**src/rtl/io_write_arbiter_if.sv**
```systemverilog
// Write-port bus between the writeback stage / I/O sources and the register-file arbiter.
// The ovf_cnt signal exists only when IO_OVERWRITE_COUNT_EN is defined.
interface io_write_arbiter_if #(
  parameter int DATA_W = 32,
  parameter int ADDR_W = 5,
  parameter int CNT_W  = 8
);
  logic                cpu_we;
  logic [ADDR_W-1:0]   cpu_waddr;
  logic [DATA_W-1:0]   cpu_wdata;
  logic [2:0]          src_req;
  logic [3*DATA_W-1:0] src_data;
  logic [2:0]          src_busy;
  logic [2:0]          src_ack;
  logic                stall_req;
  logic                rf_we;
  logic [ADDR_W-1:0]   rf_waddr;
  logic [DATA_W-1:0]   rf_wdata;
`ifdef IO_OVERWRITE_COUNT_EN
  logic [3*CNT_W-1:0]  ovf_cnt;
`endif

  modport slave (
    input  cpu_we, cpu_waddr, cpu_wdata, src_req, src_data,
    output src_busy, src_ack, stall_req, rf_we, rf_waddr, rf_wdata
`ifdef IO_OVERWRITE_COUNT_EN
    , output ovf_cnt
`endif
  );

  modport master (
    output cpu_we, cpu_waddr, cpu_wdata, src_req, src_data,
    input  src_busy, src_ack, stall_req, rf_we, rf_waddr, rf_wdata
`ifdef IO_OVERWRITE_COUNT_EN
    , input ovf_cnt
`endif
  );
endinterface

```
**src/rtl/io_write_arbiter.sv**
```systemverilog
// Shares the regfile write port between CPU writeback and three latched I/O event sources (r20/r22/r24).
// Optional IO_OVERWRITE_COUNT_EN adds saturating per-source overwrite counters on ovf_cnt.
module io_src_slot #(
  parameter int DATA_W = 32,
  parameter int CNT_W  = 8
) (
  input  logic              clock,
  input  logic              ctrl_reset_n,
  input  logic              req,
  input  logic              gnt,
  input  logic [DATA_W-1:0] din,
  output logic              pend,
  output logic [DATA_W-1:0] hold
`ifdef IO_OVERWRITE_COUNT_EN
  , output logic [CNT_W-1:0] ovf
`endif
);
  // A new request in the grant cycle wins, leaving a second write queued.
  always_ff @(posedge clock or negedge ctrl_reset_n) begin
    if (!ctrl_reset_n) begin
      pend <= 1'b0;
      hold <= '0;
    end else if (req) begin
      pend <= 1'b1;
      hold <= din;
    end else if (gnt) begin
      pend <= 1'b0;
    end
  end

`ifdef IO_OVERWRITE_COUNT_EN
  always_ff @(posedge clock or negedge ctrl_reset_n) begin
    if (!ctrl_reset_n)                          ovf <= '0;
    else if (req && pend && !gnt && ovf != '1)  ovf <= ovf + 1'b1;
  end
`endif
endmodule

module io_write_arbiter #(
  parameter int DATA_W   = 32,
  parameter int ADDR_W   = 5,
  parameter int BTN_REG  = 20,
  parameter int SCR_REG  = 22,
  parameter int COL_REG  = 24,
  parameter int MAX_WAIT = 8,
  parameter int CNT_W    = 8
) (
  input logic              clock,
  input logic              ctrl_reset_n,
  io_write_arbiter_if.slave bus
);
  localparam int WC_W = $clog2(MAX_WAIT + 1);

  logic [2:0]             pend, gnt;
  logic [2:0][DATA_W-1:0] hold;
  logic [1:0]             rr, sel;
  logic [WC_W-1:0]        wcnt;
  logic                   any, stall_now, io_gnt, cpu_take;
  logic [ADDR_W-1:0]      dst;
`ifdef IO_OVERWRITE_COUNT_EN
  logic [2:0][CNT_W-1:0]  ovf;
  assign bus.ovf_cnt = ovf;
`endif

  for (genvar i = 0; i < 3; i++) begin : g_slot
    io_src_slot #(.DATA_W(DATA_W), .CNT_W(CNT_W)) u_slot (
      .clock(clock), .ctrl_reset_n(ctrl_reset_n),
      .req(bus.src_req[i]), .gnt(gnt[i]),
      .din(bus.src_data[i*DATA_W +: DATA_W]),
      .pend(pend[i]), .hold(hold[i])
`ifdef IO_OVERWRITE_COUNT_EN
      , .ovf(ovf[i])
`endif
    );
  end

  assign bus.src_busy = pend;
  assign any          = |pend;
  assign stall_now    = any && (wcnt == WC_W'(MAX_WAIT));
  assign io_gnt       = stall_now || (any && !bus.cpu_we);
  assign cpu_take     = bus.cpu_we && !stall_now;
  assign gnt          = io_gnt ? (3'b001 << sel) : 3'b000;

  // Round-robin pick: scan downward so the smallest offset from rr wins.
  always_comb begin
    int idx;
    sel = 2'd0;
    for (int k = 2; k >= 0; k--) begin
      idx = int'(rr) + k;
      if (idx >= 3) idx = idx - 3;
      if (pend[idx]) sel = idx[1:0];
    end
  end

  always_comb begin
    case (sel)
      2'd0:    dst = ADDR_W'(BTN_REG);
      2'd1:    dst = ADDR_W'(SCR_REG);
      default: dst = ADDR_W'(COL_REG);
    endcase
  end

  always_ff @(posedge clock or negedge ctrl_reset_n) begin
    if (!ctrl_reset_n) begin
      rr   <= 2'd0;
      wcnt <= '0;
    end else begin
      if (io_gnt) rr <= (sel == 2'd2) ? 2'd0 : sel + 2'd1;
      wcnt <= (io_gnt || !any) ? '0 : wcnt + 1'b1;
    end
  end

  always_ff @(posedge clock or negedge ctrl_reset_n) begin
    if (!ctrl_reset_n) begin
      bus.rf_we     <= 1'b0;
      bus.rf_waddr  <= '0;
      bus.rf_wdata  <= '0;
      bus.src_ack   <= 3'b000;
      bus.stall_req <= 1'b0;
    end else begin
      bus.rf_we     <= io_gnt || cpu_take;
      bus.src_ack   <= gnt;
      bus.stall_req <= stall_now;
      if (io_gnt) begin
        bus.rf_waddr <= dst;
        bus.rf_wdata <= hold[sel];
      end else if (cpu_take) begin
        bus.rf_waddr <= bus.cpu_waddr;
        bus.rf_wdata <= bus.cpu_wdata;
      end
    end
  end
endmodule
```
**src/flat_wrapper.sv**
```systemverilog
// flat-port wrapper written by rule: the top's interface ports become plain ports
module io_write_arbiter_flat 
#(
  parameter int DATA_W   = 32,
  parameter int ADDR_W   = 5,
  parameter int BTN_REG  = 20,
  parameter int SCR_REG  = 22,
  parameter int COL_REG  = 24,
  parameter int MAX_WAIT = 8,
  parameter int CNT_W    = 8
)
  (clock, ctrl_reset_n, bus_cpu_we, bus_cpu_waddr, bus_cpu_wdata, bus_src_req, bus_src_data, bus_src_busy, bus_src_ack, bus_stall_req, bus_rf_we, bus_rf_waddr, bus_rf_wdata);
  io_write_arbiter_if #(.DATA_W(DATA_W), .ADDR_W(ADDR_W), .CNT_W(CNT_W)) bus_i ();
  input logic clock;
  input logic ctrl_reset_n;
  input wire logic [$bits(bus_i.cpu_we)-1:0] bus_cpu_we;
  input wire logic [$bits(bus_i.cpu_waddr)-1:0] bus_cpu_waddr;
  input wire logic [$bits(bus_i.cpu_wdata)-1:0] bus_cpu_wdata;
  input wire logic [$bits(bus_i.src_req)-1:0] bus_src_req;
  input wire logic [$bits(bus_i.src_data)-1:0] bus_src_data;
  output wire logic [$bits(bus_i.src_busy)-1:0] bus_src_busy;
  output wire logic [$bits(bus_i.src_ack)-1:0] bus_src_ack;
  output wire logic [$bits(bus_i.stall_req)-1:0] bus_stall_req;
  output wire logic [$bits(bus_i.rf_we)-1:0] bus_rf_we;
  output wire logic [$bits(bus_i.rf_waddr)-1:0] bus_rf_waddr;
  output wire logic [$bits(bus_i.rf_wdata)-1:0] bus_rf_wdata;
  assign bus_i.cpu_we = bus_cpu_we;
  assign bus_i.cpu_waddr = bus_cpu_waddr;
  assign bus_i.cpu_wdata = bus_cpu_wdata;
  assign bus_i.src_req = bus_src_req;
  assign bus_i.src_data = bus_src_data;
  assign bus_src_busy = bus_i.src_busy;
  assign bus_src_ack = bus_i.src_ack;
  assign bus_stall_req = bus_i.stall_req;
  assign bus_rf_we = bus_i.rf_we;
  assign bus_rf_waddr = bus_i.rf_waddr;
  assign bus_rf_wdata = bus_i.rf_wdata;
  io_write_arbiter #(.DATA_W(DATA_W), .ADDR_W(ADDR_W), .BTN_REG(BTN_REG), .SCR_REG(SCR_REG), .COL_REG(COL_REG), .MAX_WAIT(MAX_WAIT), .CNT_W(CNT_W)) u_core (.clock(clock), .ctrl_reset_n(ctrl_reset_n), .bus(bus_i));
endmodule
```
**config.mk**
```make
export PLATFORM = sky130hd
export DESIGN_NAME = io_write_arbiter_flat
export DESIGN_NICKNAME = d
export VERILOG_FILES = /design/src/rtl/io_write_arbiter_if.sv /design/src/rtl/io_write_arbiter.sv /design/src/flat_wrapper.sv
export SDC_FILE = /design/constraint.sdc
export NUM_CORES = 1
export LEC_CHECK = 0
export CAP_MARGIN = 20
export CORE_ASPECT_RATIO = 0.75
export CORE_UTILIZATION = 45
export DETAILED_ROUTE_END_ITERATION = 16
export DONT_BUFFER_PORTS = 1
export HOLD_SLACK_MARGIN = 0.03
export PLACE_DENSITY = 0.59
export SYNTH_ARGS = -nofsm -noshare
export SYNTH_HDL_FRONTEND = slang
export SYNTH_SLANG_ARGS = --single-unit
```
**constraint.sdc**
```tcl
create_clock -name clock -period 2.05 [get_ports clock]
set_clock_uncertainty 0.1 [all_clocks]
set_input_delay 0.41 -clock clock [delete_from_list [all_inputs] [get_ports clock]]
set_output_delay 0.41 -clock clock [all_outputs]
set_load 0.01 [all_outputs]
```
# After elaboration in Yosys (flattened, before gate mapping)
# Index checks and enable logic that the tools add are counted.
# op_classes
n_reduce_logical	15
n_eq_ne	3
n_mux	31
n_shift	1
addsub	7
n_lt_le_gt_ge	7
# ops
op	count
32-bit 2-to-1 mux	6
32-bit by 4-bit < comparator with 1-bit output (second input constant)	3
32-bit binary-select mux with 2-bit select	1
32-bit by 3-bit >= comparator with 1-bit output (second input constant)	2
32-bit by 3-bit subtractor with 32-bit output (second input constant)	2
1-bit 2-to-1 mux	12
5-bit 2-to-1 mux	2
2-bit 2-to-1 mux	4
4-bit one-hot mux with 2 select lines	1
2-bit nonzero test	4
1-bit binary-select mux with 2-bit select	3
4-bit by 1-bit adder with 4-bit output (second input constant)	1
4-bit equality test (second input constant)	1
4-bit 2-to-1 mux	1
2-bit by 1-bit adder with 3-bit output (second input constant)	1
2-bit by 2-bit adder with 3-bit output (second input constant)	1
1-bit logical AND	3
1-bit zero test	3
1-bit logical OR	3
2-bit by 3-bit < comparator with 1-bit output (second input constant)	1
3-bit 2-to-1 mux	1
3-bit OR reduction	1
1-bit by 2-bit left shift with 3-bit output (first input constant)	1
2-bit by 2-bit subtractor with 3-bit output (second input constant)	1
5 further kinds	5
# totals
ff_bits	147
output_inout_bits	45
elab_cells	77
in_bits	139

# Longest topological paths before layout
# logic_depth
word_depth	13
ltp_mapped	10
mapped_depth_nobuf	7

# By module
# From an unflattened synthesis, not the netlist that was laid out.
# hier_totals
cells_unflattened	665
area_unflattened_um2	8001.4
# modules_own_cells
mod	area_each_um2	cells_per_inst	n_inst	seq_area_each_um2
io_src_slot	1377.6	71	3	825.8
io_write_arbiter	3868.7	452	1	1201.2

# Worst setup path before layout
# No wires, ideal clock.
# synth_timing
path_kind	reg-to-reg
from	reg u_core.rr[0]
to	reg u_core.bus.rf_wdata[21]
path_buffers	2
period_less_slack_ps	2056
setup_slack_ps	-6
t_arrival_ps	1832
stages_incl_launch_ff	10
setup_time_ps	124
required_ps	1826
cell_sequence	dfrtp_1 inv_1 ha_1 clkbuf_2 and2b_1 o21bai_4 a211oi_4 buf_6 a221oi_1 o31a_1
# synth_via
elab_chain_len	12
elab_cells_between_ends	26
classes_between	add/sub (5); order compare (3); mux (18)
# synth_lines
item	line_no	source
start: declaration	io_write_arbiter.sv:56	logic [1:0] rr, sel;
start signal: assignment	io_write_arbiter.sv:108	if (io_gnt) rr <= (sel == 2'd2) ? 2'd0 : sel + 2'd1;
2-bit by 2-bit adder with 3-bit output	io_write_arbiter.sv:89	idx = int'(rr) + k;
32-bit by 3-bit subtractor with 32-bit output / 32-bit by 3-bit >= comparator with 1-bit output (equally long branches)	io_write_arbiter.sv:90	if (idx >= 3) idx = idx - 3;
32-bit 2-to-1 mux	io_write_arbiter.sv:90	
1-bit binary-select mux with 2-bit select	io_write_arbiter.sv:91	if (pend[idx]) sel = idx[1:0];
1-bit 2-to-1 mux (implied by the code) (2 in a row)	io_write_arbiter.sv:91	
2-bit 2-to-1 mux (2 in a row)	io_write_arbiter.sv:91	
2-bit 2-to-1 mux (*)	io_write_arbiter.sv:91	
32-bit binary-select mux with 2-bit select (*)	io_write_arbiter.sv:126	bus.rf_wdata <= hold[sel];
32-bit 2-to-1 mux (implied by the code) (*)	io_write_arbiter.sv:126	
32-bit 2-to-1 mux (*)	io_write_arbiter.sv:124	if (io_gnt) begin
end signal: assignment	io_write_arbiter.sv:126	
end signal: assignment	io_write_arbiter.sv:129	bus.rf_wdata <= bus.cpu_wdata;
end: declaration	io_write_arbiter_if.sv:25	output src_busy, src_ack, stall_req, rf_we, rf_waddr, rf_wdata
# Mark *: on every way between the ends. The rest lies on a longest branch, timed or not. The select of a mux whose other input is x is not followed.
# A chain may end at the register's enable or synchronous reset.

# Final worst setup path
# layout_timing
from	reg u_core.rr[1]
to	reg u_core.bus.rf_wdata[7]
# The elaborated chain is that of the path after synthesis.

==> flow_results.org <==
** Worst setup path
- Biggest cell delay along the critical path :: 390 ps
- In this run the worst setup path begins at u_core.rr[1]$_DFFE_PN0N_.
- The number of cells on the worst reg-to-reg path is 9.
- The worst register-to-register path ends at u_core.bus.rf_wdata[7]$_DFFE_PN0P_.
- Together, buffers and inverters on the worst path number 3.
- In this design, the critical path's most frequently occurring cell is buf_12.
- The critical path is of the register to register type.
- Traced cell by cell, the critical path runs through buf_4, ha_4, and2b_1, o21bai_4, a211oi_4, buf_12, buf_12, a221oi_2, o31a_1.
- STA classifies the critical path endpoint as a register.
- Crit path max fanout :: 17
- At the worst endpoint, the required time is 2320 ps.
- Cell depth of the worst setup path :: 9
- The worst register-to-register path has a setup slack of -140 ps.
- CP delay by family, top :: compound AO/OA/AOI/OAI gates
- Standard cell with the maximum stage delay on the critical path :: dfrtp_1
- Category of the worst setup path launch point :: register
- The worst register-to-register path begins at u_core.rr[1]$_DFFE_PN0N_.
- Data arrival time of the critical path :: 2460 ps
- Following the worst setup path forward leads to its endpoint at u_core.bus.rf_wdata[7]$_DFFE_PN0P_.

** Synth
- A synthesized cell averages 10.4 sq um.
- Synthesis instantiated 52 different standard cells from the library.
- By area the synthesized netlist is led by dfrtp_1, mux2_2, a221o_1.
- Yosys printed 0 warnings.
- Total standard cell area after synthesis :: 7560 sq um
- Synthesis inferred 147 register bits.
- Summing the sequential cell areas from Yosys gives 48.7% of the chip area.
- Yosys mapped a number of flops with a built-in enable equal to 0.
- For this run, the leading register cell type out of synthesis is dfrtp_1.
- After synthesis, the share of flip-flops with an asynchronous set or reset is 100%.
- The number of nets handed over by synthesis was 871.
- In the synthesized netlist, the number of instances is 727.
- Share of Yosys cell area claimed by the top area cell type :: 48.7%
- Area leader, netlist :: dfrtp_1

** Power and ir drop
- Final Power :: 0.0136 W
- Combinational logic is responsible for 46.6% of the overall power.
- In this run the power density over the cells is 1320 nW/um^2.
- Of the total power, the share spent switching nets is 40.0%.
- For this design the total switching power over the nets is 0.00544 W.
- Share of power burned in the clock network :: 22.2%
- Internal power component :: 0.00814 W
- The worst-case IR drop observed on VDD is 0.859 mV.
- Static Leakage :: 4.21 nW
- Register share of total power :: 31.1%

** GRT
- For this run, global-route usage on met2 was measured as 45.2%.
- Global routing used 34.7% of the available met1 tracks.
- Busiest metal layer after global routing :: met2
- Global routing used 27.8% of the available tracks across all layers.
- Vias in the first global route :: 6681
- The first global-routing pass estimated 36200 um of wire.
- Initial antenna violation count :: 0
- For this run the aggregate overflow at the end of global routing stands at 0.
- Entering global routing, the biggest net connects 148 pins.
- In the global route stage, met3 resource usage came out at 8.53%.

** Detailed routing
- Total detailed-routing wirelength :: 24500 um
- DRC Markers :: 0
- Dividing the detail-routed via count by the number of cells gives 6.29.
- Number of vias in the routed layout :: 6670
- DR pass1 iterations :: 5
- DRC marker count from the first detailed-route iteration :: 707
- Once detail routing completed, the nets flagged for antenna violations numbered 0.
- In the final routed layout, each cell accounts on average for 23.1 um.

** Clocking
- Clk Latency, worst-skew pair :: 430 ps
- TritonCTS built the clock tree.
- Clock input transition at the sequential cells of the worst setup and hold paths :: 60 ps
- CTS max path bufs :: 2
- Sink Count :: 147
- Maximum level of the CTS H-tree :: 4
- Num CTS Buffers :: 17
- CTS placed an instance of clkbuf_16 at the clock tree root.

** Placement
- RD Place Congestion :: 0.861
- Half-perimeter wire length after detailed placement :: 14500 um
- Including well taps, the total number of placed cells is 914.
- Input and output buffers added on the ports amount to 0.
- At the placement stage, the worst setup path has a slack of -193 ps.

** Job
- Max-cap violations in this run came to 0.

** Die
- Die footprint :: 17300 sq um
- Number of top-level design ports :: 184
- Vertical die dimension :: 114 um
- The die is 152 um wide.
- Effective utilization at floorplan :: 46.6%
- Total core area :: 16200 sq um
- The initialized floorplan defines 40 standard-cell rows.

** Finish
- Signed area change from the synthesized netlist to the final layout :: 35.8%
- After the flow finishes, the layout carries non-filler instances totaling 1061.
- 0 antenna diodes ended up in the layout.
- The post-route netlist has 28.7% of its cells at a drive strength greater than 1.
- The final layout contains 982 nets.
- The filler cells instantiated in the layout total 1272.

** STA
- Shortest period the worst path allows :: 2190 ps
- The number of max-slew violations in the final report is 0.
- Slew at the pin closest to its max-slew limit :: 700 ps
- Static timing analysis puts the maximum clock frequency at 457 MHz.
- Post-route worst setup slack :: -136 ps
- Measured against its own limit, the worst slew margin works out to 53.2%.
- The final critical path takes up 107% of the cycle.
- On the final layout, the worst hold slack is -432 ps.
- Setup repair after global routing could not meet its margin everywhere.
- Final total negative setup slack :: -2730 ps
- The hold violation total from the final report was 147.
- Setup violations remaining at the end of the flow were counted as 35.

** Min path
- The tightest min-delay check is of the input port to async pin type.

** Outcome
- Violated checks :: negative hold slack, negative setup slack
- The run finished, with violations left.
[power by group through the flow]
stage | Sequential (W) | Clock [W] | Combinational (W)
5_1_grt | 0.00430 | 0.00317 | 0.00670
6_report | 0.00423 | 0.00302 | 0.00633
2_1_floorplan | 0.00403 | 0 | 0.00335
4_1_cts | 0.00420 | 0.00305 | 0.00531
3_3_place_gp | 0.00423 | 0 | 0.00483
3_5_place_dp | 0.00425 | 0 | 0.00496
[synthesized netlist by cell type (5+ instances only)]
cell,count
dfrtp_1,147
clkbuf_1,40
inv_1,42
buf_6,5
ha_1,5
buf_4,7
nand4_1,35
buf_2,21
o21ai_0,35
a221oi_1,29
nor3_1,35
mux2_2,64
a221o_1,32
nor2_1,35
nand2_1,77
o2111ai_1,32
o31a_1,32
[worst min path at each step]
stage	end	slack, ps
final	u_core.bus.src_ack[2]$_DFF_PN0_	-430
after global routing	u_core.g_slot[2].u_slot.hold[25]$_DFFE_PN0P_	-450
after CTS	u_core.bus.src_ack[2]$_DFF_PN0_	-440
after detailed placement	u_core.bus.src_ack[2]$_DFF_PN0_	20
after global placement	u_core.bus.src_ack[2]$_DFF_PN0_	20
after floorplan	u_core.bus.rf_waddr[0]$_DFFE_PN0P_	10
[logic make-up (layout without fill, tap and decap cells)]
family / Yosys count / in the layout / share of synthesized area (%)
AND/OR/NAND/NOR: 202 / 202 / 12.7
XOR/XNOR: 2 / 2 / 0.232
multiplexers: 68 / 68 / 10.1
buffers and inverters: 118 / 242 / 7.07
adder cells (fa/ha/maj): 5 / 5 / 0.828
flip-flops: 147 / 147 / 48.7
AO/OA/AOI/OAI: 185 / 185 / 20.4
[layer usage]
metal	up-vias	routed length (um)
met3	49	2340
met4	0	477
met2	362	11600
met5	-	0
li1	2949	-
met1	3310	10100
[state kept, by name, indices dropped and copies added, names as in the netlist]
name                       cells
u_core.wcnt                    4
u_core.bus.src_ack             3
u_core.bus.stall_req           1
u_core.g_slot.u_slot.hold     96
u_core.rr                      2
u_core.bus.rf_we               1
u_core.bus.rf_waddr            5
u_core.g_slot.u_slot.pend      3
u_core.bus.rf_wdata           32
[stage by stage]
| step | util (%) | hold WS [ps] | area (sq um) |
|---|---|---|---|
| 4_1_cts | 60.0 | -442 | 9740 |
| 3_3_place_gp | 49.3 | 18.1 | 7990 |
| 5_1_grt | 63.3 | -454 | 10300 |
| 6_report | 63.3 | -432 | 10300 |
| 3_5_place_dp | 49.3 | 18.3 | 7990 |
| 2_1_floorplan | - | 14.4 | 7570 |
[layout by cell type (no fill, tap or decap), drive strengths merged, types with 35 or more instances in the layout]
cell type / Yosys / final
buf: 35 / 63
dfrtp: 147 / 147
dlygate4sd3: 0 / 103
inv: 42 / 44
mux2: 64 / 64
nand2: 77 / 77
nand4: 35 / 35
nor2: 38 / 38
nor3: 36 / 36
o21ai: 39 / 39
[what timing repair did]
action | CTS | global route
pin swaps | 0 | 18
endpoints found under the hold margin | 247 | 164
resized for setup | 27 | 71
endpoints found under the setup margin | 38 | 42
cloned | 0 | 5
buffers inserted | 0 | 7
hold buffers | 102 | 2
[area by class of cell]
class	instances	area, sq um	area share [%]
multi-input cells	462	3840	37.4
clock buffers	21	460	4.49
inverters	42	158	1.54
clock inverters	11	104	1.01
well taps	210	263	2.56
repair buffers	168	1760	17.2
flip-flops and latches	147	3680	35.8
No activity file was read; power rests on OpenSTA's default activity.
